File: config.mk
export PLATFORM = sky130hd
export DESIGN_NAME = cpu_run_ctrl
export DESIGN_NICKNAME = d
export VERILOG_FILES = /design/src/rtl/cpu_run_ctrl.sv
export SDC_FILE = /design/constraint.sdc
export NUM_CORES = 1
export LEC_CHECK = 0
export BUFFER_PORTS_ARGS = -buffer_cell sky130_fd_sc_hd__clkbuf_2
export CAP_MARGIN = 20
export CORE_ASPECT_RATIO = 0.75
export CORE_MARGIN = 3
export CORE_UTILIZATION = 35
export CTS_CLUSTER_DIAMETER = 40
export DETAILED_ROUTE_END_ITERATION = 8
export PLACE_DENSITY_LB_ADDON = 0.2
export SETUP_SLACK_MARGIN = 0.15
export SYNTH_ARGS = -nofsm -noshare
export SYNTH_HDL_FRONTEND = slang
export SYNTH_SLANG_ARGS = --single-unit
File: constraint.sdc
create_clock -name clk -period 7.4 [get_ports clk]
set_input_delay 1.11 -clock clk [delete_from_list [all_inputs] [get_ports clk]]
set_output_delay 1.11 -clock clk [all_outputs]
set_load 0.03 [all_outputs]
File: src/rtl/cpu_run_ctrl.sv
// cpu_run_ctrl: holds the CPU in reset while the ROM loads, then sequences
// it through free-run and single-step modes with a one-cycle clock enable.
module cpu_run_ctrl #(
  parameter int unsigned DIV         = 5000000,
  parameter int unsigned DEBOUNCE    = 100000,
  parameter int unsigned HOLD_CYCLES = 16
) (
  input  logic        clk,
  input  logic        reset,
  input  logic        load_done,
  input  logic        btn_mode,
  input  logic        btn_step,
  output logic        cpu_reset,
  output logic        cpu_tick,
  output logic [1:0]  state,
  output logic [31:0] tick_count
);

  localparam int unsigned DIV_W  = $clog2(DIV);
  localparam int unsigned DB_W   = $clog2(DEBOUNCE + 1);
  localparam int unsigned HOLD_W = $clog2(HOLD_CYCLES + 1);
  localparam int unsigned NBTN   = 2;
  localparam int unsigned BTN_MODE = 0;
  localparam int unsigned BTN_STEP = 1;

  typedef enum logic [1:0] {
    ST_LOAD = 2'd0,
    ST_HOLD = 2'd1,
    ST_RUN  = 2'd2,
    ST_HALT = 2'd3
  } state_e;

  logic              ld_s1_q, ld_s2_q;
  logic [NBTN-1:0]   btn_raw;
  logic [NBTN-1:0]   btn_s1_q, btn_s2_q;
  logic [NBTN-1:0]   db_q, db_d;
  logic [NBTN-1:0]   press_q, press_d;
  logic [DB_W-1:0]   db_cnt_q [NBTN];
  logic [DB_W-1:0]   db_cnt_d [NBTN];

  state_e            state_q, state_d;
  logic [HOLD_W-1:0] hold_cnt_q, hold_cnt_d;
  logic [DIV_W-1:0]  div_q, div_d;
  logic              cpu_tick_q, cpu_tick_d;
  logic              cpu_reset_q, cpu_reset_d;
  logic [31:0]       tick_count_q, tick_count_d;

  assign btn_raw = {btn_step, btn_mode};

  // Two-flop synchronisers; buttons idle released (1), load_done idles low.
  always_ff @(posedge clk or negedge reset) begin
    if (!reset) begin
      ld_s1_q  <= 1'b0;
      ld_s2_q  <= 1'b0;
      btn_s1_q <= '1;
      btn_s2_q <= '1;
    end else begin
      ld_s1_q  <= load_done;
      ld_s2_q  <= ld_s1_q;
      btn_s1_q <= btn_raw;
      btn_s2_q <= btn_s1_q;
    end
  end

  // Debounce: a level must differ from the accepted level for DEBOUNCE
  // consecutive cycles before it is taken; an accepted press emits one pulse.
  always_comb begin
    for (int i = 0; i < int'(NBTN); i++) begin
      db_cnt_d[i] = '0;
      db_d[i]     = db_q[i];
      press_d[i]  = 1'b0;
      if (btn_s2_q[i] != db_q[i]) begin
        if (db_cnt_q[i] == DB_W'(DEBOUNCE - 1)) begin
          db_d[i]    = btn_s2_q[i];
          press_d[i] = ~btn_s2_q[i];
        end else begin
          db_cnt_d[i] = db_cnt_q[i] + DB_W'(1);
        end
      end
    end
  end

  // Debounce state registers.
  always_ff @(posedge clk or negedge reset) begin
    if (!reset) begin
      db_q    <= '1;
      press_q <= '0;
      for (int i = 0; i < int'(NBTN); i++) db_cnt_q[i] <= '0;
    end else begin
      db_q    <= db_d;
      press_q <= press_d;
      for (int i = 0; i < int'(NBTN); i++) db_cnt_q[i] <= db_cnt_d[i];
    end
  end

  // Run-control next state; losing load_done always wins and kills any tick.
  always_comb begin
    state_d      = state_q;
    hold_cnt_d   = hold_cnt_q;
    div_d        = div_q;
    cpu_tick_d   = 1'b0;
    tick_count_d = tick_count_q;
    cpu_reset_d  = 1'b1;

    case (state_q)
      ST_LOAD: begin
        if (ld_s2_q) begin
          state_d      = ST_HOLD;
          hold_cnt_d   = '0;
          tick_count_d = '0;
        end
      end
      ST_HOLD: begin
        if (!ld_s2_q) begin
          state_d = ST_LOAD;
        end else if (hold_cnt_q == HOLD_W'(HOLD_CYCLES - 1)) begin
          state_d = ST_RUN;
          div_d   = '0;
        end else begin
          hold_cnt_d = hold_cnt_q + HOLD_W'(1);
        end
      end
      ST_RUN: begin
        if (!ld_s2_q) begin
          state_d = ST_LOAD;
        end else begin
          cpu_tick_d = (div_q == DIV_W'(DIV - 1));
          div_d      = cpu_tick_d ? '0 : div_q + DIV_W'(1);
          if (press_q[BTN_MODE]) begin
            state_d = ST_HALT;
            div_d   = '0;
          end
        end
      end
      ST_HALT: begin
        if (!ld_s2_q) begin
          state_d = ST_LOAD;
        end else begin
          cpu_tick_d = press_q[BTN_STEP];
          if (press_q[BTN_MODE]) begin
            state_d = ST_RUN;
            div_d   = '0;
          end
        end
      end
      default: state_d = ST_LOAD;
    endcase

    if (cpu_tick_d) tick_count_d = tick_count_q + 32'd1;
    cpu_reset_d = (state_d == ST_LOAD) || (state_d == ST_HOLD);
  end

  // Run-control state and registered outputs.
  always_ff @(posedge clk or negedge reset) begin
    if (!reset) begin
      state_q      <= ST_LOAD;
      hold_cnt_q   <= '0;
      div_q        <= '0;
      cpu_tick_q   <= 1'b0;
      cpu_reset_q  <= 1'b1;
      tick_count_q <= '0;
    end else begin
      state_q      <= state_d;
      hold_cnt_q   <= hold_cnt_d;
      div_q        <= div_d;
      cpu_tick_q   <= cpu_tick_d;
      cpu_reset_q  <= cpu_reset_d;
      tick_count_q <= tick_count_d;
    end
  end

  assign state      = state_q;
  assign cpu_reset  = cpu_reset_q;
  assign cpu_tick   = cpu_tick_q;
  assign tick_count = tick_count_q;

endmodule

==> summary.md, run 1 <==
| Metric | Value |
|---|---|
| Fin. max-slew vios | `0` |
| CTS buffer count | `9` |
| Final hold violation count | `0` |
| Placement Cell Area | `5710 µm²` |
| Post-Syn Nets | `555` |
| Xor/xnor share of the synthesized area | `5.46%` |
| Antenna violations before repair | `0` |
| H-tree depth | `3` |
| Setup slack, reg-to-reg | `4.57 ns` |
| Cell Rows | `38` |
| Setup TNS | `0 ns` |
| Total number of vias | `4,157` |
| Status | `finished, final reports clean` |
| Min-Delay Endpoint | `ld_s2_q` |
| Syn_area_per_cell | `9.74 µm²` |
| Num ports | `41` |
| Initial Utilization | `36.2%` |
| Clk_lat worst skew | `0.35 ns` |
| Worst EP required | `7.67 ns` |
| Antenna diode count | `0` |
| Hold wc startpoint | `ld_s1_q` |
| Die Area | `16,700 µm²` |
| Post-synthesis instance total | `544` |
| Post-synth ARST share | `100%` |
| Final Cell Area | `6000 µm²` |
| Leakage | `2.65 nW` |
| Die X | `148 µm` |
| Die Y | `113 µm` |
| Combinational family with the most area after synthesis | `simple AND/OR/NAND/NOR gates` |
| Multiplexer area fraction after synthesis | `3.66%` |
| Yosys cell types | `48` |
| Yosys top cell area share | `47.7%` |
| Resized Gates After CTS | `0` |
| Slew margin rel. | `32.2%` |
| Min-Delay Path Class | `reg -> reg` |
| Setup CP Type | `reg -> reg` |
| Worst r2r src | `div_q[6]` |
| Max VDD drop | `110 µV` |
| Hold Crit Depth | `0` |
| Final Util | `41.0%` |
| Crit start category | `register` |
| Min Tclk post-route | `2.83 ns` |
| Hold Buf Count CTS | `0` |
| Arr. time, crit path | `3.10 ns` |
| Tcrit/Tclk final | `38.2%` |
| DRC Markers | `0` |
| Hold_ws | `0.352 ns` |
| GPL Wtd Cong | `0.792` |
| Worst R2R Path Depth | `6` |
| Clock sink count | `108` |
| Post-DR wirelength/cell | `14.5 µm` |
| NumNets Final | `592` |
| Routed Antenna Nets | `0` |
| # port buffers | `40` |
| Routed WL | `11,400 µm` |
| Max-Cap Viols | `0` |
| Max FO, Critical Path | `39` |
| Post-synth top flop | `dfrtp_1` |
| Sequential share of the synthesized area | `51.2%` |
| Post-Syn Area | `5300 µm²` |
| Critical Path Start | `div_q[6]` |
| Clock Path Buffers | `2` |
| Largest net degree at the start of global routing | `63` |
| Post-Synth Simple-Gate Area | `25.2%` |
| Number of synthesized register bits | `108` |
| Pwr Density | `184 nW/µm²` |
| Initial DRC Count | `245` |
| Worst Skew | `0.0119 ns` |
| Area growth from synthesis to layout | `13.2%` |
| Vias per inst | `5.29` |
| Vias in the first global route | `3,864` |
| Clk slew on worst S/H paths | `0.07 ns` |
| Overflow after GRT | `0` |
| Most common cell in the netlist | `dfrtp_1` |
| R2r endpoint | `tick_count[17]` |
| CTS root buf | `clkbuf_16` |
| Tot GR Track Use | `14.3%` |
| RSZ-0062 raised after global routing | `false` |
| Yosys warning count | `0` |
| CP Capture Type | `register` |
| Least-Margin Pin Slew | `1.02 ns` |
| Complex-gate fraction of the synthesized area | `11.2%` |
| Synth top area cells | `dfrtp_1 48%, nand2_1 5.1%, nand3_1 4.2%` |
| CTS tree | `built` |
| Adder-cell share of the synthesized area | `1.42%` |
| First-pass GRT wire length | `19,500 µm` |
| Post-DP HPWL | `7760 µm` |
| Most common library cells after synthesis | `101 x dfrtp_1, 72 x nand2_1, 52 x nor2_1` |
| Max Clk Rate | `354 MHz` |
| Cell taking the most area after synthesis | `dfrtp_1` |
| Post-synth EDFFs | `0` |
| Setup Viol. Count Final | `0` |
| Layout cells sized above 1 | `12.6%` |
| Drt pass-1 iters | `7` |
| Core Box Area | `14,600 µm²` |
| Postcts setup bufs | `0` |
logic make-up (layout without fill, tap and decap cells):
| group | Yosys count | after routing |
|---|---|---|
| simple gates | 266 | 266 |
| flops | 108 | 108 |
| compound gates | 86 | 86 |
| xor+xnor | 33 | 33 |
| buf+inv | 26 | 68 |
| mux | 19 | 19 |
| fa+ha+maj | 6 | 6 |
report_power, final:
part           internal (mW)  switching [mW]  leakage [nW]
clock                  0.241           0.219         0.138
combinational         0.0100          0.0257          1.04
sequential             0.600         0.00931          1.47
total                  0.850           0.254          2.65
worst max path at each step:
stage                                end  cells after the start  slack, ns
after global placement     tick_count[5]                      6       4.64
after global routing       tick_count[9]                      7       4.43
final                     tick_count[17]                      6       4.57
after CTS                 tick_count[17]                      6       4.58
after detailed placement  tick_count[17]                      6       4.59
after floorplan           tick_count[17]                      6       4.81
per-stage QoR:
stage	worst slack (ns)	power (mW)	instances
finish	4.57	1.10	786
detailed placement	4.59	0.656	769
floorplan	4.81	0.636	544
global placement	4.64	0.655	769
global route	4.43	1.16	786
CTS	4.58	1.12	785
registers in the layout, indices dropped and copies added (netlist names), 2 cells and up:
name,cells
press_q,2
hold_cnt_q,5
db_q,2
btn_s1_q,2
state,2
btn_s2_q,2
db_cnt_q,34
div_q,23
tick_count,32
layer usage:
metal	global-route usage, %	vias up	share of wire, %
met2	21.2	56	44
li1	-	2055	-
met3	3.59	9	3.2
met4	3.82	0	1.1
met1	20.9	2037	51
met5	0	-	0
worst max-delay path, cell delays in order, from the launching register on:
cell,delay (ns)
dfrtp_1,0.43
or4b_1,0.56
or4_1,0.53
o31a_1,0.28
buf_4,0.24
or4_1,0.53
a21oi_1,0.16
placed cells by master (no fill, tap or decap), types with 7 or more instances in the layout:
master and instances:
nor2_1 52, nor3_1 17, a21o_1 7, nand3_1 44, nand4_1 19, dfrtp_1 101
o31ai_1 7, xnor2_1 11, o21ai_0 13, a22o_1 9, a31oi_1 7, nand2_1 72
xor2_1 22, a21oi_1 18, and3_1 16, clkbuf_16 9, o41ai_1 7, mux2i_1 16
clkbuf_2 39, inv_1 7, dfstp_2 7
final cells by class:
| class | instances | area, µm² |
|---|---|---|
| fillers | 1458 | 8640 |
| inverters | 7 | 26.3 |
| clock buffers | 12 | 246 |
| well taps | 200 | 250 |
| flip-flops and latches | 108 | 2710 |
| multi-input cells | 410 | 2490 |
| clock inverters | 4 | 31.3 |
| repair buffers | 45 | 248 |
No activity file was read; power rests on OpenSTA's default activity.
==> run 2, diff against run 1 <==
- clock period: 7.4 -> 2.7 ns (I/O delays scaled with it)
==> summary.md, run 2 (same netlist as run 1, synthesis figures left out) <==
| Metric | Value |
|---|---|
| Status | `finished, final reports clean` |
| Min Tclk post-route | `2.56 ns (-0.266 ns)` |
| Tcrit/Tclk final | `94.9% (+57 points)` |
| Min-Delay Path Class | `in -> async` |
| WP buf/inv | `2 (+1)` |
| Area growth from synthesis to layout | `22.6%` |
| Num ports | `41 (unchanged)` |
| DRC Markers | `0 (unchanged)` |
| Critical path's top delay family | `simple AND/OR/NAND/NOR gates` |
| Register name with the most flops | `db_cnt_q` |
| Worst r2r src | `div_q[7]` |
| Setup Viol. Count Final | `0 (unchanged)` |
| First-pass GRT wire length | `20,000 µm (+2.9%)` |
| Layout cells sized above 1 | `20.5% (+7.9 points)` |
| Slew margin rel. | `61.1% (+29 points)` |
| Crit start category | `register` |
| Total number of vias | `4,311 (+3.7%)` |
| Post-DP HPWL | `8070 µm (+4.0%)` |
| Arr. time, crit path | `2.77 ns (-0.33 ns)` |
| Die X | `148 µm (unchanged)` |
| Most frequent cells in the layout | `101 x dfrtp_1, 72 x nand2_1, 52 x nor2_1, 44 x nand3_1, 39 x clkbuf_2` |
| Place WS | `0.0692 ns (-4.52 ns)` |
| Max FO, Critical Path | `10 (-74%)` |
| Clock sink count | `108 (unchanged)` |
| Antenna violations before repair | `0 (unchanged)` |
| CTS tree | `built` |
| Final hold violation count | `0 (unchanged)` |
| Routed Antenna Nets | `0 (unchanged)` |
| Pwr Density | `470 nW/µm² (+160%)` |
| Fin. max-slew vios | `0 (unchanged)` |
| NumNets Final | `615 (+3.9%)` |
| Largest net degree at the start of global routing | `41 (-35%)` |
| Worst EP required | `2.91 ns (-4.76 ns)` |
| Initial DRC Count | `221 (-9.8%)` |
| Die Area | `16,700 µm² (unchanged)` |
| Slowest stage delay, CP | `0.54 ns (-0.02 ns)` |
| Max-Cap Viols | `0 (unchanged)` |
| Worst setup margin | `0.138 ns (-4.43 ns)` |
| Cell Rows | `38 (unchanged)` |
| Setup slack, reg-to-reg | `0.14 ns (-4.43 ns)` |
| Setup CP Type | `reg -> reg` |
| Least-Margin Pin Slew | `0.583 ns (-0.435 ns)` |
| # port buffers | `40 (unchanged)` |
| Max VDD drop | `321 µV (+190%)` |
| Initial Utilization | `36.2% (unchanged)` |
| Post-DR wirelength/cell | `15.3 µm (+5.5%)` |
| Vias per inst | `5.33 (+0.76%)` |
| GPL Wtd Cong | `0.805 (+1.6%)` |
| Worst path cell trace | `or4b_4 > or4_4 > o31a_4 > buf_4 > clkbuf_16 > o31ai_2 > a21oi_1` |
| Tot GR Track Use | `14.5% (+0.22 points)` |
| Setup TNS | `0 ns (unchanged)` |
| Worst Skew | `0.00680 ns (-0.00506 ns)` |
| Largest register FFs | `34 (unchanged)` |
| Filler cells | `1,410 (-3.3%)` |
| Max Clk Rate | `390 MHz (+10%)` |
| Commonest non-fill, non-tap cell in the layout | `dfrtp_1` |
| Leakage | `2.98 nW (+12%)` |
| CTS root buf | `clkbuf_16` |
| Clock Path Buffers | `2 (unchanged)` |
| Routed WL | `12,400 µm (+8.5%)` |
| CP Capture Type | `register` |
| Antenna diode count | `0 (unchanged)` |
| Die Y | `113 µm (unchanged)` |
| Overflow after GRT | `0 (unchanged)` |
| Critical Path Start | `div_q[7]` |
| Vias in the first global route | `3,989 (+3.2%)` |
| Hold Buf Count CTS | `0 (unchanged)` |
| R2r endpoint | `tick_count[20]` |
| Clk_lat worst skew | `0.35 ns (about the same)` |
| Drt pass-1 iters | `4 (-3)` |
| CTS buffer count | `9 (unchanged)` |
| Slowest CP cell | `or4b_4` |
| H-tree depth | `3 (unchanged)` |
| Core Box Area | `14,600 µm² (unchanged)` |
| RSZ-0062 raised after global routing | `true` |
| Worst R2R Path Depth | `7 (+1)` |
| Clk slew on worst S/H paths | `0.08 ns (about the same)` |
-- run 2: changes by cell type in the layout (fill, tap and decap cells not counted), sizes merged --
cell / delta
clkinvlp: +3
inv: -1
clkbuf: +1
clkinv: +1
buf: +19
-- run 2: worst reg2reg max path, delay by kind of cell (launching register included) --
family	cells	cell delay [ns]
simple gates	2	0.96
flops	1	0.38
buf+inv	2	0.34
compound gates	3	0.74
-- run 2: what timing repair did --
item                                    CTS  global route
pin swaps                                 0            12
endpoints found under the setup margin   18            26
resized for setup                         0            41
endpoints found under the hold margin     0             0
cloned                                    0             6
setup buffers                             0             4
-- run 2: report_power, final --
part	internal [mW]	leakage, nW	switching [mW]
Sequential	1.64	1.47	0.0249
Clock	0.645	0.136	0.635
Combinational	0.0317	1.37	0.0738
Total	2.32	2.98	0.733
-- run 2: worst max path at each step --
stage	endpoint	depth (start not counted)	slack, ns
6_report	tick_count[20]	7	0.14
4_1_cts	tick_count[16]	6	0.05
2_1_floorplan	tick_count[16]	6	0.17
3_5_place_dp	tick_count[16]	6	0.07
3_3_place_gp	tick_count[5]	6	0.08
5_1_grt	tick_count[16]	6	0.08
-- run 2: area by class of cell --
cell class	count	area (µm²)	area share, %
Tap cell	200	250	3.85
Timing Repair Buffer	67	503	7.74
Sequential cell	108	2710	41.7
Multi-Input combinational cell	410	2710	41.7
Clock buffer	10	229	3.53
Timing Repair inverter	1	5.00	0.0771
Inverter	7	30.0	0.462
Clock inverter	6	58.8	0.905
-- run 2: metal layers --
metal / vias up / GRT usage [%] / part of all wire, %
li1: 2104 / - / -
met1: 2143 / 21.6 / 51
met2: 57 / 21.5 / 45
met3: 7 / 3.39 / 3.1
met4: 0 / 3.51 / 0.75
met5: - / 0 / 0
-- run 2: through the flow --
stage	power [mW]	cells	utilization (%)	hold WS (ns)	area, µm²
finish	3.05	809	44.4	0.0531	6490
global route	3.20	809	44.4	0.0908	6490
CTS	3.10	799	41.9	0.0710	6140
detailed placement	1.81	783	39.9	0.347	5850
global placement	1.80	783	39.9	0.337	5850
floorplan	1.74	544	-	0.109	5300
==> run 3, diff against run 2 <==
- clock period: 2.7 -> 3.18 ns (I/O delays scaled with it)
==> summary.md, run 3 (same netlist as run 1, synthesis figures left out) <==
| Metric | Value |
|---|---|
| Status | `finished, final reports clean` |
| # port buffers | `40 (unchanged)` |
| Cell repeated most along the worst path | `or4_1` |
| Least-Margin Pin Slew | `0.840 ns (+0.257 ns)` |
| CTS buffer count | `9 (unchanged)` |
| Num ports | `41 (unchanged)` |
| Placed cells | `776 (-0.89%)` |
| Final hold violation count | `0 (unchanged)` |
| Routed WL | `11,600 µm (-5.8%)` |
| Clk_lat worst skew | `0.35 ns (about the same)` |
| Post-DP HPWL | `7930 µm (-1.7%)` |
| Area growth from synthesis to layout | `14.5%` |
| Clock sink count | `108 (unchanged)` |
| CP Capture Type | `register` |
| Min-Delay Path Class | `in -> async` |
| Routed Antenna Nets | `0 (unchanged)` |
| Slowest stage delay, CP | `0.55 ns (about the same)` |
| Slew margin rel. | `43.6% (-18 points)` |
| Finished Layout Cells | `793 (-2.0%)` |
| Max Clk Rate | `353 MHz (-9.6%)` |
| Setup slack, reg-to-reg | `0.35 ns (+0.21 ns)` |
| Clk slew on worst S/H paths | `0.07 ns (about the same)` |
| Core Box Area | `14,600 µm² (unchanged)` |
| Worst EP required | `3.46 ns (+0.55 ns)` |
| Setup CP Type | `reg -> reg` |
| Filler cells | `1,447 (+2.6%)` |
| Tot GR Track Use | `14.5% (about the same)` |
| Setup Viol. Count Final | `0 (unchanged)` |
| Clock Path Buffers | `2 (unchanged)` |
| Largest net degree at the start of global routing | `76 (+85%)` |
| Die Area | `16,700 µm² (unchanged)` |
| Post-DR wirelength/cell | `14.7 µm (-3.9%)` |
| Pwr Density | `427 nW/µm² (-9.1%)` |
| Resized Gates After CTS | `0 (unchanged)` |
| Overflow after GRT | `0 (unchanged)` |
| Min Tclk post-route | `2.83 ns (+0.271 ns)` |
| Antenna violations before repair | `0 (unchanged)` |
| Setup TNS | `0 ns (unchanged)` |
| CTS tree | `built` |
| Max VDD drop | `245 µV (-24%)` |
| RSZ-0062 raised after global routing | `false` |
| Commonest non-fill, non-tap cell in the layout | `dfrtp_1` |
| Hold Buf Count CTS | `0 (unchanged)` |
| Layout cells sized above 1 | `13.8% (-6.7 points)` |
| Critical path's top delay family | `simple AND/OR/NAND/NOR gates` |
| Drt pass-1 iters | `4 (unchanged)` |
| Register name with the most flops | `db_cnt_q` |
| Initial Utilization | `36.2% (unchanged)` |
| Worst r2r src | `div_q[6]` |
| GPL Wtd Cong | `0.800 (-0.53%)` |
| Crit start category | `register` |
| Max-Cap Viols | `0 (unchanged)` |
| Die X | `148 µm (unchanged)` |
| Cell Rows | `38 (unchanged)` |
| Most frequent cells in the layout | `101 x dfrtp_1, 72 x nand2_1, 52 x nor2_1, 44 x nand3_1, 39 x clkbuf_2` |
| Tcrit/Tclk final | `89.1% (-5.8 points)` |
| WP buf/inv | `1 (-1)` |
| Vias in the first global route | `3,948 (-1.0%)` |
| Postcts setup bufs | `0 (unchanged)` |
| Vias per inst | `5.26 (-1.2%)` |
| Total number of vias | `4,173 (-3.2%)` |
| Antenna diode count | `0 (unchanged)` |
| First-pass GRT wire length | `19,800 µm (-1.0%)` |
| Slowest CP cell | `or4b_1` |
| Initial DRC Count | `238 (+7.7%)` |
| Arr. time, crit path | `3.11 ns (+0.34 ns)` |
| Worst path cell trace | `or4b_1 > or4_1 > o31a_1 > buf_4 > or4_1 > a21oi_1` |
| R2r endpoint | `tick_count[16]` |
| CTS root buf | `clkbuf_16` |
| DRC Markers | `0 (unchanged)` |
| Leakage | `2.68 nW (-9.9%)` |
| Max FO, Critical Path | `39 (+29)` |
| Worst R2R Path Depth | `6 (-1)` |
| Die Y | `113 µm (unchanged)` |
| H-tree depth | `3 (unchanged)` |
| Fin. max-slew vios | `0 (unchanged)` |
| Largest register FFs | `34 (unchanged)` |
| Worst Skew | `0.0127 ns (+0.00589 ns)` |
| NumNets Final | `599 (-2.6%)` |
## run 3: cell count changes in the layout (fill, tap and decap cells not counted), moves of 4 or more
cell      change
o311ai_0      +5
o41ai_1       +4
buf_4         -8
or4_4         -4
or4_1         +4
## run 3: how the worst max path moves through the flow
stage | slack, ns | cells past startpoint | endpoint | startpoint
after floorplan | 0.59 | 6 | tick_count[17] | div_q[6]
after global placement | 0.42 | 6 | tick_count[5] | div_q[6]
after detailed placement | 0.36 | 6 | tick_count[5] | div_q[6]
after CTS | 0.35 | 6 | tick_count[5] | div_q[6]
after global routing | 0.23 | 7 | tick_count[12] | div_q[6]
final | 0.35 | 6 | tick_count[16] | div_q[6]
## run 3: per-stage QoR
step | setup slack [ns] | cell area (µm²) | hold WS (ns) | power [mW] | util, %
2_1_floorplan | 0.587 | 5300 | 0.181 | 1.48 | -
3_3_place_gp | 0.420 | 5760 | 0.346 | 1.53 | 39.4
3_5_place_dp | 0.359 | 5770 | 0.347 | 1.53 | 39.4
4_1_cts | 0.350 | 6060 | 0.104 | 2.63 | 41.4
5_1_grt | 0.233 | 6070 | 0.113 | 2.70 | 41.4
6_report | 0.347 | 6070 | 0.0832 | 2.59 | 41.4
## run 3: per-layer routing
layer  vias up  routed length [µm]  GRT usage, %
li1       2071                   -             -
met1      2043                5970          20.9
met2        50                5210          21.9
met3         9                 355          3.15
met4         0                 112          4.62
met5         -                   0             0
## run 3: area by class of cell
type	instances	area (µm²)	share of cell area, %
flip-flops and latches	108	2710	44.7
multi-input cells	410	2490	41.0
repair buffers	52	305	5.03
well taps	200	250	4.13
clock buffers	11	243	4.00
clock inverters	5	43.8	0.722
inverters	7	26.3	0.433
## run 3: where the power goes
group	internal (mW)	leakage, nW	total, mW	switching, mW
Sequential	1.40	1.47	1.42	0.0220
Clock	0.564	0.134	1.09	0.528
Combinational	0.0247	1.08	0.0844	0.0598
